===== src/rtl/gray_conv_sched.sv =====
// gray_conv_sched
//   Shares one bit-serial Gray-to-binary conversion engine between two
//   requesters. A round-robin arbiter grants one request at a time. The engine
//   resolves one bit per clock, MSB first. The result is returned on a single
//   valid/ready response channel, tagged with the requester id.
//
// Ports
//   clk, rst_n             clock, asynchronous active-low reset
//   req0_valid/ready/gray  requester 0 code channel (ready is combinational)
//   req1_valid/ready/gray  requester 1 code channel (ready is combinational)
//   rsp_valid/ready        response handshake
//   rsp_bin, rsp_id        converted value and originating requester
//   busy                   engine is converting or holding a result
//
// Build option
//   GRAY_CONV_DIR_EN adds req0_dir/req1_dir. These are captured with the code.
//   dir=1 selects binary->Gray on the same schedule. Without the macro the
//   block converts Gray->binary only.
//
// state  | meaning
// IDLE   | waiting for a request; the granted requester sees ready
// CONV   | resolving one result bit per cycle, MSB down to bit 0
// DONE   | result presented on rsp_*, held until rsp_ready
module gray_conv_sched #(
  parameter int WIDTH = 4
) (
  input  logic             clk,
  input  logic             rst_n,
  input  logic             req0_valid,
  output logic             req0_ready,
  input  logic [WIDTH-1:0] req0_gray,
  input  logic             req1_valid,
  output logic             req1_ready,
  input  logic [WIDTH-1:0] req1_gray,
`ifdef GRAY_CONV_DIR_EN
  input  logic             req0_dir,
  input  logic             req1_dir,
`endif
  output logic             rsp_valid,
  input  logic             rsp_ready,
  output logic [WIDTH-1:0] rsp_bin,
  output logic             rsp_id,
  output logic             busy
);

  localparam int IDXW = $clog2(WIDTH);

  localparam logic [1:0] S_IDLE = 2'd0;
  localparam logic [1:0] S_CONV = 2'd1;
  localparam logic [1:0] S_DONE = 2'd2;

  logic [1:0]       state_q, state_d;
  logic [WIDTH-1:0] gray_q, gray_d;
  logic [WIDTH-1:0] bin_q, bin_d;
  logic [IDXW-1:0]  idx_q, idx_d;
  logic             id_q, id_d;
  logic             prev_q, prev_d;
  logic             last_q, last_d;
`ifdef GRAY_CONV_DIR_EN
  logic             dir_q, dir_d;
`endif

  logic gnt0, gnt1;
  logic conv_bit;

  // Under contention the requester that was not served last wins.
  assign gnt1 = req1_valid & (~req0_valid | ~last_q);
  assign gnt0 = req0_valid & ~gnt1;

  // Ready is also gated by rst_n, so it stays low while reset is asserted.
  assign req0_ready = rst_n & (state_q == S_IDLE) & gnt0;
  assign req1_ready = rst_n & (state_q == S_IDLE) & gnt1;

  assign rsp_valid = (state_q == S_DONE);
  assign rsp_bin   = bin_q;
  assign rsp_id    = id_q;
  assign busy      = (state_q != S_IDLE);

  always_comb begin
    state_d  = state_q;
    gray_d   = gray_q;
    bin_d    = bin_q;
    idx_d    = idx_q;
    id_d     = id_q;
    prev_d   = prev_q;
    last_d   = last_q;
`ifdef GRAY_CONV_DIR_EN
    dir_d    = dir_q;
`endif
    // prev_q carries the bit above the current index. In Gray->binary it is
    // the previous result bit. In binary->Gray it is the previous input bit.
    // Either way it is 0 for the MSB.
    conv_bit = gray_q[idx_q] ^ prev_q;

    case (state_q)
      S_IDLE: begin
        if (gnt0 | gnt1) begin
          gray_d  = gnt1 ? req1_gray : req0_gray;
          id_d    = gnt1;
          last_d  = gnt1;
          bin_d   = '0;
          idx_d   = IDXW'(WIDTH - 1);
          prev_d  = 1'b0;
`ifdef GRAY_CONV_DIR_EN
          dir_d   = gnt1 ? req1_dir : req0_dir;
`endif
          state_d = S_CONV;
        end
      end
      S_CONV: begin
        bin_d[idx_q] = conv_bit;
`ifdef GRAY_CONV_DIR_EN
        prev_d = dir_q ? gray_q[idx_q] : conv_bit;
`else
        prev_d = conv_bit;
`endif
        if (idx_q == '0) begin
          state_d = S_DONE;
        end else begin
          idx_d = idx_q - IDXW'(1);
        end
      end
      S_DONE: begin
        if (rsp_ready) begin
          state_d = S_IDLE;
        end
      end
      default: begin
        state_d = S_IDLE;
      end
    endcase
  end

  always_ff @(posedge clk or negedge rst_n) begin
    if (!rst_n) begin
      state_q <= S_IDLE;
      gray_q  <= '0;
      bin_q   <= '0;
      idx_q   <= '0;
      id_q    <= 1'b0;
      prev_q  <= 1'b0;
      // Reset as if requester 1 was served last, so requester 0 wins first.
      last_q  <= 1'b1;
`ifdef GRAY_CONV_DIR_EN
      dir_q   <= 1'b0;
`endif
    end else begin
      state_q <= state_d;
      gray_q  <= gray_d;
      bin_q   <= bin_d;
      idx_q   <= idx_d;
      id_q    <= id_d;
      prev_q  <= prev_d;
      last_q  <= last_d;
`ifdef GRAY_CONV_DIR_EN
      dir_q   <= dir_d;
`endif
    end
  end

endmodule


===== config.mk =====
export PLATFORM = sky130hd
export DESIGN_NAME = gray_conv_sched
export DESIGN_NICKNAME = d
export VERILOG_FILES = /design/src/rtl/gray_conv_sched.sv
export SDC_FILE = /design/constraint.sdc
export NUM_CORES = 1
export LEC_CHECK = 0
export BUFFER_PORTS_ARGS = -buffer_cell sky130_fd_sc_hd__buf_4
export CORE_ASPECT_RATIO = 0.8
export CORE_MARGIN = 5
export CORE_UTILIZATION = 25
export CTS_CLUSTER_DIAMETER = 50
export CTS_CLUSTER_SIZE = 16
export DETAILED_ROUTE_END_ITERATION = 10
export SYNTH_ARGS = -nofsm -noshare
export SYNTH_HDL_FRONTEND = slang
export SYNTH_SLANG_ARGS = --single-unit

===== constraint.sdc =====
create_clock -name clk -period 1.7 [get_ports clk]
set_input_delay 0 -clock clk [delete_from_list [all_inputs] [get_ports clk]]
set_output_delay 0 -clock clk [all_outputs]
set_load 0.01 [all_outputs]

== Yosys cells after proc, flatten, opt, wreduce, memory -nomap -nowiden ==
Cells that the tools add are included.

* $add $sub $neg: 1
* Order comparisons: 2
* Equal/unequal tests: 6
* Mux-type cells: 17
* Bitwise operators: 11
* Reductions and logical operators: 9

{| class="wikitable"
|+ Operators with widths
! operator !! count
|-
| 2-bit two-way mux || 5
|-
| 4-bit two-way mux || 2
|-
| 4-bit one-hot mux with 2 select lines || 1
|-
| 2-bit one-hot mux with 3 select lines || 1
|-
| 3-bit AND reduction || 2
|-
| 1-bit AND || 5
|-
| 4-bit bitwise mux || 1
|-
| 2-bit logical NOT || 2
|-
| 2-bit by 1-bit != test with 1-bit output, second input constant || 2
|-
| 2-bit != test, second input constant || 2
|-
| 2-bit one-hot mux with 2 select lines || 1
|-
| 2-bit AND reduction || 2
|-
| 2-bit nonzero test || 2
|-
| 2-bit by 3-bit less-than comparator with 1-bit output, second input constant || 1
|-
| 1-bit two-way mux || 3
|-
| 1-bit NOT || 3
|-
| 1-bit binary-select mux with 2-bit select || 1
|-
| 1-bit demux with 2-bit select || 1
|-
| 2-bit by 1-bit == test with 1-bit output, second input constant || 1
|-
| 2-bit == test, second input constant || 1
|-
| 2-bit by 1-bit >= comparator with 1-bit output, second input constant || 1
|-
| 1-bit OR || 2
|-
| 1-bit one-hot mux with 2 select lines || 1
|-
| 2-bit by 1-bit subtractor with 2-bit output, second input constant || 1
|-
| other kinds (2) || 2
|}

* Bits in registers: 15
* Input bits: 13
* Output and inout port bits: 9
* Logic and storage cells: 53

== Longest topological paths before layout ==
Gate-level depths: netlist (run 1).

* Depth after elaboration: 8
* Gate-level depth with buffers: 5

== Worst setup path before layout (run 1) ==
Ideal clock, no wire load.

* Path kind: register to register
* Start: reg idx_q[0]
* End: reg idx_q[1]
* Arrival time: 1350 ps
* Path slack: 271 ps
* Cell stages (with the launch flop): 6
* Path buffers: 0
* Period minus slack after synthesis: 1429 ps
* Cells stage by stage: dfrtp_1 -> inv_1 -> ha_1 -> nor3b_1 -> o21bai_1 -> a2bb2oi_1

* Longest elaborated chain between the ends: 3
* Elaborated cells on any way between the ends: 6
* Classes of those cells: add/sub (1); eq/ne (1); mux (2); reduce/logical (2)

{| class="wikitable"
|+ RTL lines
! what !! RTL line !! RTL
|-
| start: declaration || 55 || <nowiki>logic [IDXW-1:0] idx_q, idx_d;</nowiki>
|-
| start signal: assignment || 151 || <nowiki>idx_q <= idx_d;</nowiki>
|-
| 2-bit by 1-bit subtractor with 2-bit output / 2-bit logical NOT (equally long branches) || 120, 117 ||
|-
| 2-bit two-way mux / 2-bit != test (equally long branches) || -- ||
|-
| 2-bit one-hot mux with 2 select lines / 3-bit AND reduction (equally long branches) || -- ||
|}

Several ways; a longest one is shown, not always the timed one. The select of a mux whose other input is x is not followed.
A chain may end at the register's enable or synchronous reset.

== Worst setup path in the final report (run 1) ==
Same ends and word-level chain as after synthesis.

==> results of run 1 <==
==> metal layers <==
layer	up-vias	part of all wire (%)	wire length, um
met5	-	0	0
met4	0	0.44	8
met3	2	7.8	141
met2	19	45	821
met1	336	46	835
li1	316	-	-
==> critical path, cell delays in order (launching register included) <==
cell and delay, ns:
dfrtp_1 0.45, inv_1 0.09, ha_1 0.24, nor3b_2 0.27, o21bai_1 0.20, a2bb2oi_1 0.18
==> registers in the layout, summed over array words and instances, names as in the netlist <==
register  flops
idx_q         2
state_q       2
gray_q        4
rsp_id        1
last_q        1
prev_q        1
rsp_bin       4
==> power by group through the flow <==
stage | registers [mW] | logic [mW] | clock network (mW)
after global routing | 0.700 | 1.07 | 0.321
after detailed placement | 0.673 | 0.940 | 0
after floorplan | 0.664 | 0.648 | 0
after CTS | 0.668 | 0.950 | 0.298
after global placement | 0.671 | 0.909 | 0
final | 0.670 | 0.947 | 0.286
==> worst min-delay path by stage <==
| stage | startpoint | end | slack, ns | cells past startpoint |
|---|---|---|---|---|
| final | req0_gray[3] | gray_q[3]$_DFFE_PN0P_ | 0.03 | 3 |
| after global routing | req1_gray[3] | gray_q[3]$_DFFE_PN0P_ | 0.03 | 3 |
| after CTS | req1_gray[3] | gray_q[3]$_DFFE_PN0P_ | 0.03 | 3 |
| after detailed placement | rst_n | state_q[1]$_DFFE_PN0P_ | -0.13 | 1 |
| after global placement | rst_n | rsp_id$_DFFE_PN0P_ | -0.13 | 1 |
| after floorplan | rst_n | gray_q[0]$_DFFE_PN0P_ | -0.30 | 0 |
==> cells by family (layout without fill, tap and decap cells) <==
kind of cell	count (synthesis)	after routing	synth area share, %
compound gates	25	25	19.1
xor+xnor	1	1	2.07
fa+ha+maj	4	4	6.37
buf+inv	6	34	2.87
flops	15	15	47.9
mux	8	8	11.8
simple gates	14	14	9.87
==> synthesized netlist by cell type (all sizes together) <==
cell | n | area [sq um]
a22o | 1 | 8.76
xnor2 | 1 | 16.3
nor2 | 3 | 13.8
a211oi | 1 | 7.51
nor3b | 1 | 7.51
a21oi | 3 | 15.0
o21a | 1 | 7.51
and3 | 1 | 6.26
a21boi | 1 | 11.3
o21ai | 13 | 65.1
and2b | 1 | 8.76
mux2i | 7 | 70.1
ha | 4 | 50.1
dfrtp | 14 | 350
a31oi | 2 | 12.5
a2bb2oi | 1 | 8.76
nand3 | 1 | 5.00
mux4 | 1 | 22.5
nand2b | 1 | 13.8
o22ai | 1 | 6.26
nand2 | 6 | 22.5
dfstp | 1 | 26.3
inv | 6 | 22.5
o21bai | 1 | 7.51
==> cell type report <==
class / count / area share (%)
Multi-Input combinational cell: 52 / 36.5
Sequential cell: 15 / 35.1
Timing Repair Buffer: 24 / 17.5
Tap cell: 40 / 4.66
Clock buffer: 4 / 4.20
Inverter: 6 / 2.10
==> per-stage QoR <==
step                util (%)  area [sq um]  hold WS (ns)  total power [mW]  setup slack (ns)
finish                  35.0          1070        0.0279              1.90             0.192
global route            35.0          1070        0.0289              2.09            0.0548
CTS                     34.9          1070        0.0266              1.92            0.0864
detailed placement      32.4           993        -0.127              1.61             0.109
global placement        32.4           993        -0.130              1.58             0.197
floorplan                  -           786        -0.296              1.31             0.271
==> repair_timing <==
action                                 4_1_cts  5_1_grt
gates resized for setup                      0        1
setup endpoints to repair                    0        2
endpoints found under the hold margin       17        0
hold buffers                                 3        0
==> impl_metrics.toml, run 1 <==
[status]
status = "finished clean"

[finish]
antennaDiodeCount = 0
multiInputGateArea_sq_um = 392
final_cell_mix = "21 x buf_4, 14 x dfrtp_1, 7 x mux2i_1, 7 x o21ai_0"
layout.nets = 119
seq_area_sq_um = 377
drive_gt1_share_pct = 32.7
nFillCells = 335
fin_cells = 141
final_common_cell = "buf_4"
areaGrowthSynthToFinish_pct = 36.6

[sta]
fin_crit_ns = 1.51
final-hold-violation-count = 0
post-route-period-util_pct = 88.7
clock_skew_ns = 0.00133
drv_slew = 0
final-setup-viol-count = 0
tns_ns = 0
grt_setup_unrepaired = "no"
fmaxAchievable_mhz = 663
relSlewSlack_pct = 61.4
worst_pin_slew_ns = 0.577

[detailed_routing]
antenna_left = 0
first_pass_iters = 4
wl_um = 1810
drc = 0
drtIter0Drc = 59
post_drt_via_cell_ratio = 4.77
wire_per_inst_um = 12.8
vias = 673

[critical_path]
cp-end-kind = "flop"
critPathRequiredTime_ns = 1.87
r2r-start = "idx_q[0]$_DFFE_PN0P_"
reg2reg_setup_slack_ns = 0.19
reg2reg_depth = 5
critPathLaunch = "idx_q[0]$_DFFE_PN0P_"
critical_path_class = "reg2reg"
startpoint_type = "flop"
worst_ep_arrival_time_ns = 1.68
r2r-end = "idx_q[1]$_DFFE_PN0P_"
setup.worst_path.end = "idx_q[1]$_DFFE_PN0P_"
path_max_fanout = 6

[placed_design]
post-place-cells = 134
hpwl_um = 1370
routabilityCongestion = 0.722
io_buffers = 21

[logic_synthesis]
ys_types = 27
synth-seq-area-share_pct = 47.9
syn-cell-area_sq_um = 786
avgSynthCellArea_sq_um = 10.8
ys_seq_elements = 15
ys_warn_count = 0
syn_nets = 90
syn_inst = 73

[global_routing]
antenna_found_initial = 0
globalRouteOverflowTotal = 0
met3_usage_pct = 4.71
grt_pass1_vias = 670
use_met1_pct = 12.7
use_met2_pct = 13.2
grt.busiest_layer = "met2"
grt_pass1_wl_um = 3090
grt_start_max_net_pins = 18
grt_use_total_pct = 9.30

[floorplan]
dieHeight_um = 60.1
die-area_sq_um = 4370
start_util_pct = 25.7
num_rows = 18
ioPinCount = 22
coreArea_sq_um = 3060
die_x_um = 72.7

[power]
p_leak_nw = 0.525
ir_drop_mv = 0.869
power_frac_clock_pct = 15.0
power.density_nw_per_um2 = 1770
p_comb_share_pct = 49.8
seqPwrFrac_pct = 35.2
power.share.switching_pct = 38.8
intPower_mw = 1.16
p_switching_mw = 0.739

[run]
drv_cap = 0

[clock_tree]
clk_pin_slew_ns = 0.06
cts_max_level = 1
worstSkewPairLatency_ns = 0.25
post_cts_buffers = 0
cts.path.max_buffers = 2
numCtsBuffers = 3
clockRootBuffer = "clkbuf_8"
cts_tree = "yes"
cts_num_sinks = 15

[hold_path]
hp-class = "in2reg"
Power figures use the tool's default switching activity.
==> inputs of run 2 (changes only) <==
Settings changed: ABC_AREA set to 1.
==> impl_metrics.toml, run 2 <==
[logic_synthesis]
ys_dominant_reg_cell = "dfrtp_1"
synth-seq-area-share_pct = 47.1
synth_compound_area_share_pct = 11.0
synth_top_family_by_area = "simple AND/OR/NAND/NOR gates"
syn-cell-area_sq_um = 800
ys_warn_count = 0
syn_nets = 114
synth_top_area_share_pct = 43.8
synth_adder_area_share_pct = 6.26
synthXorXnorAreaFrac_pct = 0
yosys-top-cells-area = "dfrtp_1 44%, nand2_1 13%, ha_1 6.3%, nand3_1 4.4%, o21ai_1 3.8%"
synth_mux_area_share_pct = 0
synthSimpleGateAreaFrac_pct = 29.1
synth_area_leader_cell = "dfrtp_1"
avgSynthCellArea_sq_um = 8.24
syn_inst = 97
ys_types = 22
yosysMostFrequentCell = "nand2_1"
ys_top_cells_by_count = "27 x nand2_1, 14 x dfrtp_1, 8 x nor2_1"
async_flop_share_pct = 100
synth-edff-count = 0
ys_seq_elements = 15

[power]
p_leak_nw = 0.559
p_comb_share_pct = 51.3
power_frac_clock_pct = 14.9
seqPwrFrac_pct = 33.8
p_switching_mw = 0.861
intPower_mw = 1.10
ir_drop_mv = 0.922
power.share.switching_pct = 43.9
power.density_nw_per_um2 = 1820

[placed_design]
io_buffers = 21
dp_slack_ns = 0.377
routabilityCongestion = 0.763
hpwl_um = 1410
placed_area_sq_um = 1010

[sta]
tns_ns = 0
drv_slew = 0
hold_slack_ns = 0.00710
grt_setup_unrepaired = "no"
post-route-period-util_pct = 83.6
final-setup-viol-count = 0
fmaxAchievable_mhz = 703
final-hold-violation-count = 0
relSlewSlack_pct = 73.0
worst_pin_slew_ns = 0.405
fin_crit_ns = 1.42
clock_skew_ns = 0.00202
setup_slack_ns = 0.279

[critical_path]
critical_path_class = "reg2out"
r2r-start = "idx_q[0]$_DFFE_PN0P_"
max_stage_delay_ns = 0.40
path_cells = "inv_2 -> nand2_2 -> a21oi_4 -> nand2_1 -> nor2_1 -> buf_4"
crit_buf_inv = 2
cp-end-kind = "output port"
crit_family = "flip-flops"
worst_ep_arrival_time_ns = 1.42
path_max_fanout = 7
critPathLaunch = "state_q[1]$_DFFE_PN0P_"
slowest_stage = "dfrtp_1"
startpoint_type = "flop"
critPathRequiredTime_ns = 1.70

[detailed_routing]
drc = 0
antenna_left = 0
vias = 703
wl_um = 1730
drtIter0Drc = 11
wire_per_inst_um = 10.5
post_drt_via_cell_ratio = 4.29
first_pass_iters = 5

[clock_tree]
cts_max_level = 1
worstSkewPairLatency_ns = 0.25
cts_num_sinks = 15
cts_tree = "yes"
post_cts_buffers = 0
numCtsBuffers = 3
cts.path.max_buffers = 2
clk_pin_slew_ns = 0.06
clockRootBuffer = "clkbuf_8"

[floorplan]
ioPinCount = 22
die_x_um = 73.2
dieHeight_um = 60.6
start_util_pct = 25.9
die-area_sq_um = 4440
coreArea_sq_um = 3090
num_rows = 18

[hold_path]
hp-class = "in2reg"
hold_start = "req1_gray[1]"

[status]
status = "finished clean"

[finish]
antennaDiodeCount = 0
nFillCells = 318
drive_gt1_share_pct = 31.5
final_common_cell = "nand2_1"
layout.nets = 142
final_cell_mix = "27 x nand2_1, 22 x buf_4, 14 x dfrtp_1"
final_area_sq_um = 1080
areaGrowthSynthToFinish_pct = 34.6

[run]
drv_cap = 0

[global_routing]
antenna_found_initial = 0
globalRouteOverflowTotal = 0
grt_pass1_vias = 679
grt_start_max_net_pins = 17
grt_pass1_wl_um = 3060
grt_use_total_pct = 9.04
==> run 2: cell count changes after synthesis, moves of 2 or more <==
cell	before	now
a31oi_1	2	0
mux2i_1	7	0
o21ai_0	7	4
nand2_1	6	27
nand4_1	0	4
a21oi_1	3	1
nand3_1	1	7
inv_2	1	5
nor2_1	2	8
==> run 2: power by group through the flow <==
stage / clock network (mW) / registers [mW] / logic [mW]
2_1_floorplan: 0 / 0.662 / 0.706
3_3_place_gp: 0 / 0.667 / 0.993
3_5_place_dp: 0 / 0.671 / 1.01
4_1_cts: 0.300 / 0.667 / 1.02
5_1_grt: 0.322 / 0.687 / 1.15
6_report: 0.292 / 0.663 / 1.01
==> run 2: per-stage QoR <==
step	cells	total power, mW	utilization [%]
final	164	1.96	34.9
after global routing	164	2.16	34.9
after CTS	164	1.99	34.9
after detailed placement	158	1.68	32.7
after global placement	158	1.66	32.7
after floorplan	97	1.37	-
==> run 2: final cells by class <==
type | count | area [sq um] | share of cell area, %
Clock buffer | 3 | 41.3 | 3.84
Timing Repair Buffer | 24 | 185 | 17.2
Inverter | 12 | 47.5 | 4.42
Sequential cell | 15 | 377 | 35.0
Multi-Input combinational cell | 69 | 370 | 34.4
Tap cell | 40 | 50.0 | 4.65
Clock inverter | 1 | 5.00 | 0.465
==> run 2: final timing paths <==
path	endpoint	slack, ns	cells after the start
setup / recovery	req1_ready	0.28	6
hold / removal	gray_q[1]$_DFFE_PN0P_	0.007	3
setup reg to reg	idx_q[0]$_DFFE_PN0P_	0.35	7
hold reg to reg	last_q$_DFFE_PN1P_	0.48	2
max in group asynchronous	last_q$_DFFE_PN1P_	1.31	2
min in group asynchronous	rsp_id$_DFFE_PN0P_	0.14	2
==> run 2: what timing repair did <==
action,CTS,global route
gates resized for setup,0,0
hold buffers,2,0
hold endpoints to repair,16,0
setup endpoints to repair,0,0
==> run 2: routing by layer <==
| metal | track usage [%] | wire [um] |
|---|---|---|
| met2 | 13.2 | 726 |
| met1 | 11.9 | 862 |
| met5 | 0 | 0 |
| met3 | 4.47 | 129 |
| met4 | 2.37 | 8 |
==> run 2: cell families (layout without fill, tap and decap cells) <==
family | Yosys count | in the layout
AND/OR/NAND/NOR | 51 | 51
adder cells (fa/ha/maj) | 4 | 4
buffers and inverters | 13 | 40
AO/OA/AOI/OAI | 14 | 14
flip-flops | 15 | 15
==> run 2: worst min-delay path: cells and delay by family <==
family	cells	cell delay [ns]
and+or+nand+nor	1	0.03
AOI/OAI and AO/OA	1	0.11
buffers and inverters	1	0.08
